$ cat src/rtl/p2s_stream.sv
// ---------------------------------------------------------------------------
// p2s_stream
//   Parametrised parallel-to-serial converter for the transmit chain.
//   Words arrive over a valid/ready handshake into a one-entry holding
//   register. They are then shifted out one bit per clock, with sof/eof
//   marking the first and last bit of each word. An optional header check
//   discards words whose top HDR_W bits differ from HDR_VAL, and counts the
//   discards.
//
// Ports
//   clk        : serial-rate clock
//   rst        : asynchronous active-high reset
//   din        : parallel input word (DATA_W bits)
//   din_valid  : din carries a word
//   din_ready  : holding register can take a word this cycle
//   dout       : serial bit (registered)
//   sig_valid  : dout carries a valid bit (registered)
//   sof        : high with the first bit of a word
//   eof        : high with the last bit of a word
//   busy       : shifter active or holding register occupied
//   drop_pulse : one-cycle pulse after a word is rejected by the header check
//   drop_cnt   : saturating count of rejected words (CNT_W bits)
// ---------------------------------------------------------------------------
module p2s_stream #(
  parameter int                DATA_W    = 16,
  parameter bit                MSB_FIRST = 1'b1,
  parameter bit                HDR_CHECK = 1'b1,
  parameter int                HDR_W     = 2,
  parameter logic [HDR_W-1:0]  HDR_VAL   = 2'b11,
  parameter int                CNT_W     = 8
) (
  input  logic              clk,
  input  logic              rst,
  input  logic [DATA_W-1:0] din,
  input  logic              din_valid,
  output logic              din_ready,
  output logic              dout,
  output logic              sig_valid,
  output logic              sof,
  output logic              eof,
  output logic              busy,
  output logic              drop_pulse,
  output logic [CNT_W-1:0]  drop_cnt
);

  localparam int             CW       = $clog2(DATA_W);
  localparam logic [CW-1:0]  LAST_BIT = CW'(DATA_W - 1);

  typedef enum logic {IDLE, SHIFT} state_t;

  state_t             state;
  logic               hold_full;
  logic [DATA_W-1:0]  hold_data;
  logic [DATA_W-1:0]  shift_reg;
  logic [CW-1:0]      bit_cnt;

  logic               accept;
  logic               hdr_ok;
  logic               load;
  logic               first_bit;
  logic [DATA_W-1:0]  hold_rest;
  logic               next_bit;
  logic [DATA_W-1:0]  shift_rest;

  // The holding register takes a word whenever it is empty; din_ready is
  // forced low during reset so nothing is handed over while the block is
  // held in reset.
  assign din_ready = !hold_full && !rst;
  assign accept    = din_valid && din_ready;
  assign hdr_ok    = !HDR_CHECK || (din[DATA_W-1 -: HDR_W] == HDR_VAL);
  assign busy      = hold_full || (state == SHIFT);

  // A held word moves into the shifter either from IDLE or on the edge that
  // leaves the last bit of the previous word (counter wrapped back to 0),
  // which keeps back-to-back words gap-free.
  assign load = hold_full && ((state == IDLE) || (bit_cnt == '0));

  // Bit-order selection: the first bit presented and the remainder left in
  // the shift register, both for a fresh word and for a word mid-shift.
  always_comb begin
    first_bit  = 1'b0;
    hold_rest  = '0;
    next_bit   = 1'b0;
    shift_rest = '0;
    if (MSB_FIRST) begin
      first_bit  = hold_data[DATA_W-1];
      hold_rest  = hold_data << 1;
      next_bit   = shift_reg[DATA_W-1];
      shift_rest = shift_reg << 1;
    end else begin
      first_bit  = hold_data[0];
      hold_rest  = hold_data >> 1;
      next_bit   = shift_reg[0];
      shift_rest = shift_reg >> 1;
    end
  end

  // Input side: header filtering, holding register and drop statistics.
  // Accept only happens while the register is empty and load only while it
  // is full, so the two never compete for hold_full on the same edge.
  always_ff @(posedge clk or posedge rst) begin
    if (rst) begin
      hold_full  <= 1'b0;
      hold_data  <= '0;
      drop_pulse <= 1'b0;
      drop_cnt   <= '0;
    end else begin
      drop_pulse <= 1'b0;
      if (accept) begin
        if (hdr_ok) begin
          hold_full <= 1'b1;
          hold_data <= din;
        end else begin
          drop_pulse <= 1'b1;
          if (drop_cnt != {CNT_W{1'b1}}) begin
            drop_cnt <= drop_cnt + CNT_W'(1);
          end
        end
      end else if (load) begin
        hold_full <= 1'b0;
      end
    end
  end

  // Shifter FSM with registered serial outputs. The load edge presents the
  // first bit and sets the counter to 1; in SHIFT the counter names the bit
  // being presented and wraps to 0 after the last one, so a counter of 0 in
  // SHIFT means the word has been fully sent.
  always_ff @(posedge clk or posedge rst) begin
    if (rst) begin
      state     <= IDLE;
      shift_reg <= '0;
      bit_cnt   <= '0;
      dout      <= 1'b0;
      sig_valid <= 1'b0;
      sof       <= 1'b0;
      eof       <= 1'b0;
    end else begin
      sof <= 1'b0;
      eof <= 1'b0;
      case (state)
        IDLE: begin
          if (load) begin
            state     <= SHIFT;
            dout      <= first_bit;
            shift_reg <= hold_rest;
            sig_valid <= 1'b1;
            sof       <= 1'b1;
            bit_cnt   <= CW'(1);
          end else begin
            dout      <= 1'b0;
            sig_valid <= 1'b0;
          end
        end
        SHIFT: begin
          if (bit_cnt == '0) begin
            if (load) begin
              dout      <= first_bit;
              shift_reg <= hold_rest;
              sig_valid <= 1'b1;
              sof       <= 1'b1;
              bit_cnt   <= CW'(1);
            end else begin
              state     <= IDLE;
              dout      <= 1'b0;
              sig_valid <= 1'b0;
            end
          end else begin
            dout      <= next_bit;
            shift_reg <= shift_rest;
            sig_valid <= 1'b1;
            eof       <= (bit_cnt == LAST_BIT);
            bit_cnt   <= (bit_cnt == LAST_BIT) ? '0 : bit_cnt + CW'(1);
          end
        end
        default: begin
          state     <= IDLE;
          dout      <= 1'b0;
          sig_valid <= 1'b0;
        end
      endcase
    end
  end

endmodule

$ cat config.mk
export PLATFORM = sky130hd
export DESIGN_NAME = p2s_stream
export DESIGN_NICKNAME = d
export VERILOG_FILES = /design/src/rtl/p2s_stream.sv
export SDC_FILE = /design/constraint.sdc
export NUM_CORES = 1
export LEC_CHECK = 0
export BUFFER_PORTS_ARGS = -buffer_cell sky130_fd_sc_hd__buf_4
export CELL_PAD_IN_SITES_DETAIL_PLACEMENT = 0
export CELL_PAD_IN_SITES_GLOBAL_PLACEMENT = 1
export CORE_ASPECT_RATIO = 0.5
export CORE_MARGIN = 5
export CORE_UTILIZATION = 48
export DETAILED_ROUTE_END_ITERATION = 16
export GPL_ROUTABILITY_DRIVEN = 0
export PLACE_DENSITY_LB_ADDON = 0.1
export RECOVER_POWER = 25
export REMOVE_ABC_BUFFERS = 1
export SETUP_SLACK_MARGIN = 0.3
export SLEW_MARGIN = 10
export SYNTH_ARGS = -nofsm -noshare
export SYNTH_HDL_FRONTEND = slang
export SYNTH_SLANG_ARGS = --single-unit
$ cat constraint.sdc
create_clock -name clk -period 2.75 [get_ports clk]
set_clock_uncertainty 0.2 [all_clocks]
set_input_delay 0.275 -clock clk [delete_from_list [all_inputs] [get_ports clk]]
set_output_delay 0.275 -clock clk [all_outputs]
set_load 0.05 [all_outputs]
; ---- Yosys cells after proc, flatten, opt, wreduce, memory -nomap -nowiden
; Cells that the tools add are included.
[op_classes]
n_reduce_logical = 12
bitwise_logic = 2
add_sub_neg = 2
n_mux = 22
eq_ne = 4
[ops]
columns = cell, n
row1 = 2-to-1 mux 16 bit, 2
row2 = case mux 16 bit (2 select lines), 1
row3 = 2-to-1 mux 1 bit, 12
row4 = 2-to-1 mux 4 bit, 3
row5 = adder 8 x 1 -> 8 bit (second input constant), 1
row6 = inequality test 8 bit (second input constant), 1
row7 = case mux 4 bit (2 select lines), 1
row8 = case mux 1 bit (2 select lines), 3
row9 = adder 4 x 1 -> 4 bit (second input constant), 1
row10 = equality test 4 bit (second input constant), 1
row11 = zero test 4 bit, 1
row12 = AND reduction 2 bit, 2
row13 = logical AND 1 bit, 3
row14 = AND reduction 3 bit, 1
row15 = equality test 2 bit (second input constant), 1
row16 = zero test 1 bit, 2
row17 = logical OR 1 bit, 2
row18 = inequality test 2 x 1 -> 1 bit (second input constant), 1
row19 = inverter 1 bit, 2
row20 = nonzero test 2 bit, 1
[word_totals]
elab_cells = 52
regBits = 50

; ---- Depth between registers and ports, before layout
[logic_depth]
ltp_word = 6
mapped_depth = 7
depth_no_buf = 6

; ---- Worst setup path after synthesis
; OpenSTA, ideal clock, no wires.
[synth_timing]
path_type = reg-to-reg
from = reg drop_cnt[4]
to = reg drop_cnt[1]
arrival_time_ns = 1.563
period_less_slack_ns = 1.888
setup_ns = 0.125
stages_incl_launch_ff = 5
required_time_ns = 2.425
path_slack_ns = 0.862
cell_sequence = dfrtp_1 > and4_1 > nand4_1 > nand2_2 > mux2_4
[synth_via]
elab_chain_cells = 2
[synth_rtl]
columns = item, line
row1 = from (decl), 43  ; output logic [CNT_W-1:0] drop_cnt
row2 = from (signal assigned), 116  ; drop_cnt <= drop_cnt + CNT_W'(1);
row3 = inequality test 8 bit, 115  ; if (drop_cnt != {CNT_W{1'b1}}) begin
row4 = AND reduction 3 bit (no source line), --
; No other way between the ends.
; A chain may end at the register's enable or synchronous reset.

; ---- Final worst setup path
[layout_timing]
from = reg hold_full
to = out busy
[layout_via]
elab_chain_cells = 1
[layout_rtl]
columns = item, line
row1 = from (decl), 52  ; logic hold_full;
row2 = from (signal assigned), 103  ; hold_full <= 1'b0;
row3 = from (signal assigned), 111  ; hold_full <= 1'b1;
row4 = from (signal assigned), 120  ; hold_full <= 1'b0;
row5 = logical OR 1 bit, 71  ; assign busy = hold_full || (state == SHIFT);
row6 = to (decl), 41  ; output logic busy,
; No other way between the ends.

==> flow_summary.html <==
<table>
<tr><th>Metric</th><th>Value</th></tr>
<tr><th colspan="2">Setup path</th></tr>
<tr><td>Kind of start point of the critical path</td><td>flop</td></tr>
<tr><td>Register-to-register path setup slack</td><td>0.82 ns</td></tr>
<tr><td>Crit path DAT</td><td>1.57 ns</td></tr>
<tr><td>Crit Path Category</td><td>flop to output port</td></tr>
<tr><td>FF-to-FF path depth</td><td>4</td></tr>
<tr><td>Required time reported for the critical path endpoint</td><td>2.28 ns</td></tr>
<tr><td>Crit path max fanout</td><td>12</td></tr>
<tr><td>Kind of end point of the critical path</td><td>output port</td></tr>
<tr><th colspan="2">Placed design</th></tr>
<tr><td>Placed Instances</td><td>270</td></tr>
<tr><td>HPWL Detailed</td><td>2830 um</td></tr>
<tr><td>Number of port buffers</td><td>33</td></tr>
<tr><th colspan="2">Power and ir drop</th></tr>
<tr><td>Sw Share</td><td>39.1%</td></tr>
<tr><td>Sw power</td><td>0.000963 W</td></tr>
<tr><td>Share of power burned in registers</td><td>47.0%</td></tr>
<tr><td>Worst supply voltage drop on vdd</td><td>535 uV</td></tr>
<tr><td>Part of the power in the clock network</td><td>17.7%</td></tr>
<tr><td>Internal portion of total power</td><td>0.00150 W</td></tr>
<tr><td>PwrDens</td><td>910 nW/um^2</td></tr>
<tr><td>Standby leakage power</td><td>1.24 nW</td></tr>
<tr><td>Logic pwr share</td><td>35.3%</td></tr>
<tr><th colspan="2">Hold path</th></tr>
<tr><td>Number of stages on the worst hold path</td><td>2</td></tr>
<tr><td>Worst hold path class</td><td>input pin to flop</td></tr>
<tr><th colspan="2">Route</th></tr>
<tr><td>Detailed router's first-iteration violation count</td><td>32</td></tr>
<tr><td>First drt pass iteration count</td><td>4</td></tr>
<tr><td>Final wirelength</td><td>4080 um</td></tr>
<tr><td>Routed wire per std cell</td><td>14.0 um</td></tr>
<tr><td>Routed Antenna Nets</td><td>0</td></tr>
<tr><td>Via-to-Cell Ratio</td><td>5.09</td></tr>
<tr><td>Remaining routing DRC violations</td><td>0</td></tr>
<tr><td>Detailed-route via count</td><td>1480</td></tr>
<tr><th colspan="2">Clock network</th></tr>
<tr><td>Clock network latency to the later pin of the worst-skew pair</td><td>0.30 ns</td></tr>
<tr><td>CTS Sinks</td><td>50</td></tr>
<tr><td>Count of cells resized by post-cts repair</td><td>0</td></tr>
<tr><td>Maximum buffer depth of the clock tree</td><td>2</td></tr>
<tr><td>Library cell used as clock root buffer</td><td>sky130_fd_sc_hd__clkbuf_8</td></tr>
<tr><td>CTS clock-pin slew for the worst setup and hold paths</td><td>0.08 ns</td></tr>
<tr><td>TritonCTS clock tree</td><td>done</td></tr>
<tr><td>Max H-tree Level</td><td>2</td></tr>
<tr><td>TritonCTS buffer count</td><td>5</td></tr>
<tr><th colspan="2">STA</th></tr>
<tr><td># setup viols final</td><td>0</td></tr>
<tr><td>Tightest Pin Transition</td><td>0.928 ns</td></tr>
<tr><td>Worst relative slew slack</td><td>38.0%</td></tr>
<tr><td>Unrepaired setup endpoints after global routing</td><td>false</td></tr>
<tr><td>Final clock period utilization by the worst path</td><td>74.3%</td></tr>
<tr><td>Time the worst path needs with I/O delays and setup</td><td>2.04 ns</td></tr>
<tr><td>Number of failing hold endpoints at the final stage</td><td>0</td></tr>
<tr><td>Setup TNS</td><td>0 ns</td></tr>
<tr><td>Max Clk Rate</td><td>0.489 GHz</td></tr>
<tr><td>Number of max-slew violations in the final report</td><td>0</td></tr>
<tr><th colspan="2">Global routing</th></tr>
<tr><td>Vias in the first global route</td><td>1519</td></tr>
<tr><td>Number of antenna violations at the first check in global routing</td><td>0</td></tr>
<tr><td>Wire length of the first global-routing pass</td><td>7250 um</td></tr>
<tr><td>Largest net degree at the start of global routing</td><td>28</td></tr>
<tr><td>Global Route Usage Sum</td><td>15.1%</td></tr>
<tr><td>Overflow left after global routing</td><td>0</td></tr>
<tr><th colspan="2">Die</th></tr>
<tr><td>Core region area</td><td>4420 um^2</td></tr>
<tr><td>Die width</td><td>106 um</td></tr>
<tr><td>Std cell rows</td><td>17</td></tr>
<tr><td>Die Y</td><td>58.0 um</td></tr>
<tr><td>Initial cell density of the core</td><td>49.9%</td></tr>
<tr><td>Area of the die</td><td>6140 um^2</td></tr>
<tr><td># IOs</td><td>34</td></tr>
<tr><th colspan="2">Synth</th></tr>
<tr><td>Library cells used by synthesis</td><td>31</td></tr>
<tr><td>Number of instances in the synthesized netlist</td><td>186</td></tr>
<tr><td>Flip-flop and latch count after synthesis</td><td>50</td></tr>
<tr><td>Combined area of all synthesized cells</td><td>2210 um^2</td></tr>
<tr><td>Mean instance size in the synthesized netlist</td><td>11.9 um^2</td></tr>
<tr><td>Register area share after synthesis</td><td>56.6%</td></tr>
<tr><td>Ys Warns</td><td>0</td></tr>
<tr><th colspan="2">Final layout</th></tr>
<tr><td>Share of layout cells above drive strength 1</td><td>21.8%</td></tr>
<tr><td>Number of antenna diodes</td><td>0</td></tr>
<tr><td>Leading cell types in the layout, fill and taps excluded</td><td>sky130_fd_sc_hd__dfrtp_1, sky130_fd_sc_hd__buf_4, sky130_fd_sc_hd__nand2_1, sky130_fd_sc_hd__mux2i_1, sky130_fd_sc_hd__o21ai_1</td></tr>
<tr><td>Leading cell type in the layout, fill and taps excluded</td><td>sky130_fd_sc_hd__dfrtp_1</td></tr>
<tr><td>Fill cell count</td><td>404</td></tr>
<tr><td>Post-Layout Cell Count</td><td>291</td></tr>
<tr><td>Number of nets in the layout</td><td>255</td></tr>
<tr><td>Post-layout utilization of the core</td><td>61.2%</td></tr>
<tr><td>Synth-to-layout area growth</td><td>22.5%</td></tr>
<tr><th colspan="2">Flow run</th></tr>
<tr><td>Number of max-capacitance violations reported</td><td>0</td></tr>
<tr><th colspan="2">Status</th></tr>
<tr><td>Result of the run</td><td>finished, final reports clean</td></tr>
</table>
## Yosys cell counts, drive strengths merged
master	number	area (um^2)
xnor2	4	35.0
and4	3	26.3
nand4	4	25.0
o21ai	19	95.1
o31ai	2	20.0
nand3	4	20.0
inv	7	26.3
mux2i	16	160
nand2b	1	6.26
and2	1	6.26
o31a	1	8.76
nand2	27	106
dfrtp	50	1250
a21oi	3	15.0
nor2	6	55.1
nor2b	1	6.26
buf	9	60.1
and3	3	18.8
mux2	17	195
ha	3	37.5
or2	2	12.5
a21o	2	15.0
a21boi	1	7.51
## layout make-up
cell class | count | area [um^2] | share of cell area [%]
Clock inverter | 1 | 5.00 | 0.185
Inverter | 7 | 26.3 | 0.971
Multi-Input combinational cell | 120 | 872 | 32.2
Clock buffer | 7 | 86.3 | 3.19
Timing Repair Buffer | 49 | 394 | 14.6
Tap cell | 57 | 71.3 | 2.64
Sequential cell | 50 | 1250 | 46.2
## repair_timing
action	in CTS	in global routing
buffers inserted	0	0
endpoints found under the hold margin	35	0
hold buffers	13	0
## cell families (layout without fill, tap and decap cells)
logic type / after synthesis / in the layout / share of synthesized area, %
muxes: 33 / 33 / 16.1
adders and majority gates: 3 / 3 / 1.70
xor gates and xnor gates: 4 / 4 / 1.59
AOI/OAI and AO/OA: 28 / 28 / 7.30
DFF: 50 / 50 / 56.6
and+or+nand+nor: 52 / 52 / 12.8
buffers and inverters: 16 / 64 / 3.91
## power by group through the flow
stage / logic [W] / clock network [W] / registers (W)
global placement: 0.000854 / 0 / 0.00116
detailed placement: 0.000879 / 0 / 0.00116
finish: 0.000869 / 0.000436 / 0.00116
floorplan: 0.000450 / 0 / 0.00131
CTS: 0.000891 / 0.000457 / 0.00115
global route: 0.000962 / 0.000495 / 0.00119
## layer usage
metal	vias to the layer above	track usage [%]	share of wire, %
met5	-	0	0
met4	0	4.98	1.3
met3	7	5.12	4.8
met2	26	23.9	46
met1	718	19.7	48
li1	729	-	-
## worst max-delay path, stage by stage (launching register included)
cell and delay (ns):
sky130_fd_sc_hd__dfrtp_1 0.81, sky130_fd_sc_hd__nor2_1 0.18, sky130_fd_sc_hd__inv_1 0.09, sky130_fd_sc_hd__buf_4 0.19
## final timing paths
| path | start | end |
|---|---|---|
| max in group asynchronous | rst | hold_data[5]$_DFFE_PP0P_ |
| max reg2reg | hold_full$_DFFE_PP0P_ | hold_data[10]$_DFFE_PP0P_ |
| min reg2reg | shift_reg[15]$_DFF_PP0_ | dout$_DFF_PP0_ |
| min in group asynchronous | rst | shift_reg[12]$_DFF_PP0_ |
| max | hold_full$_DFFE_PP0P_ | busy |
| min | din[9] | hold_data[9]$_DFFE_PP0P_ |
## through the flow
stage | area [um^2] | power (W) | setup slack, ns | hold WS, ns
after floorplan | 2150 | 0.00176 | 0.667 | 0.210
after global placement | 2500 | 0.00201 | 0.822 | 0.185
after detailed placement | 2500 | 0.00204 | 0.799 | 0.188
after CTS | 2730 | 0.00250 | 0.674 | 0.00661
after global routing | 2710 | 0.00264 | 0.580 | 0.00428
final | 2710 | 0.00246 | 0.707 | 0.0128
(Power assumes the default switching activity.)
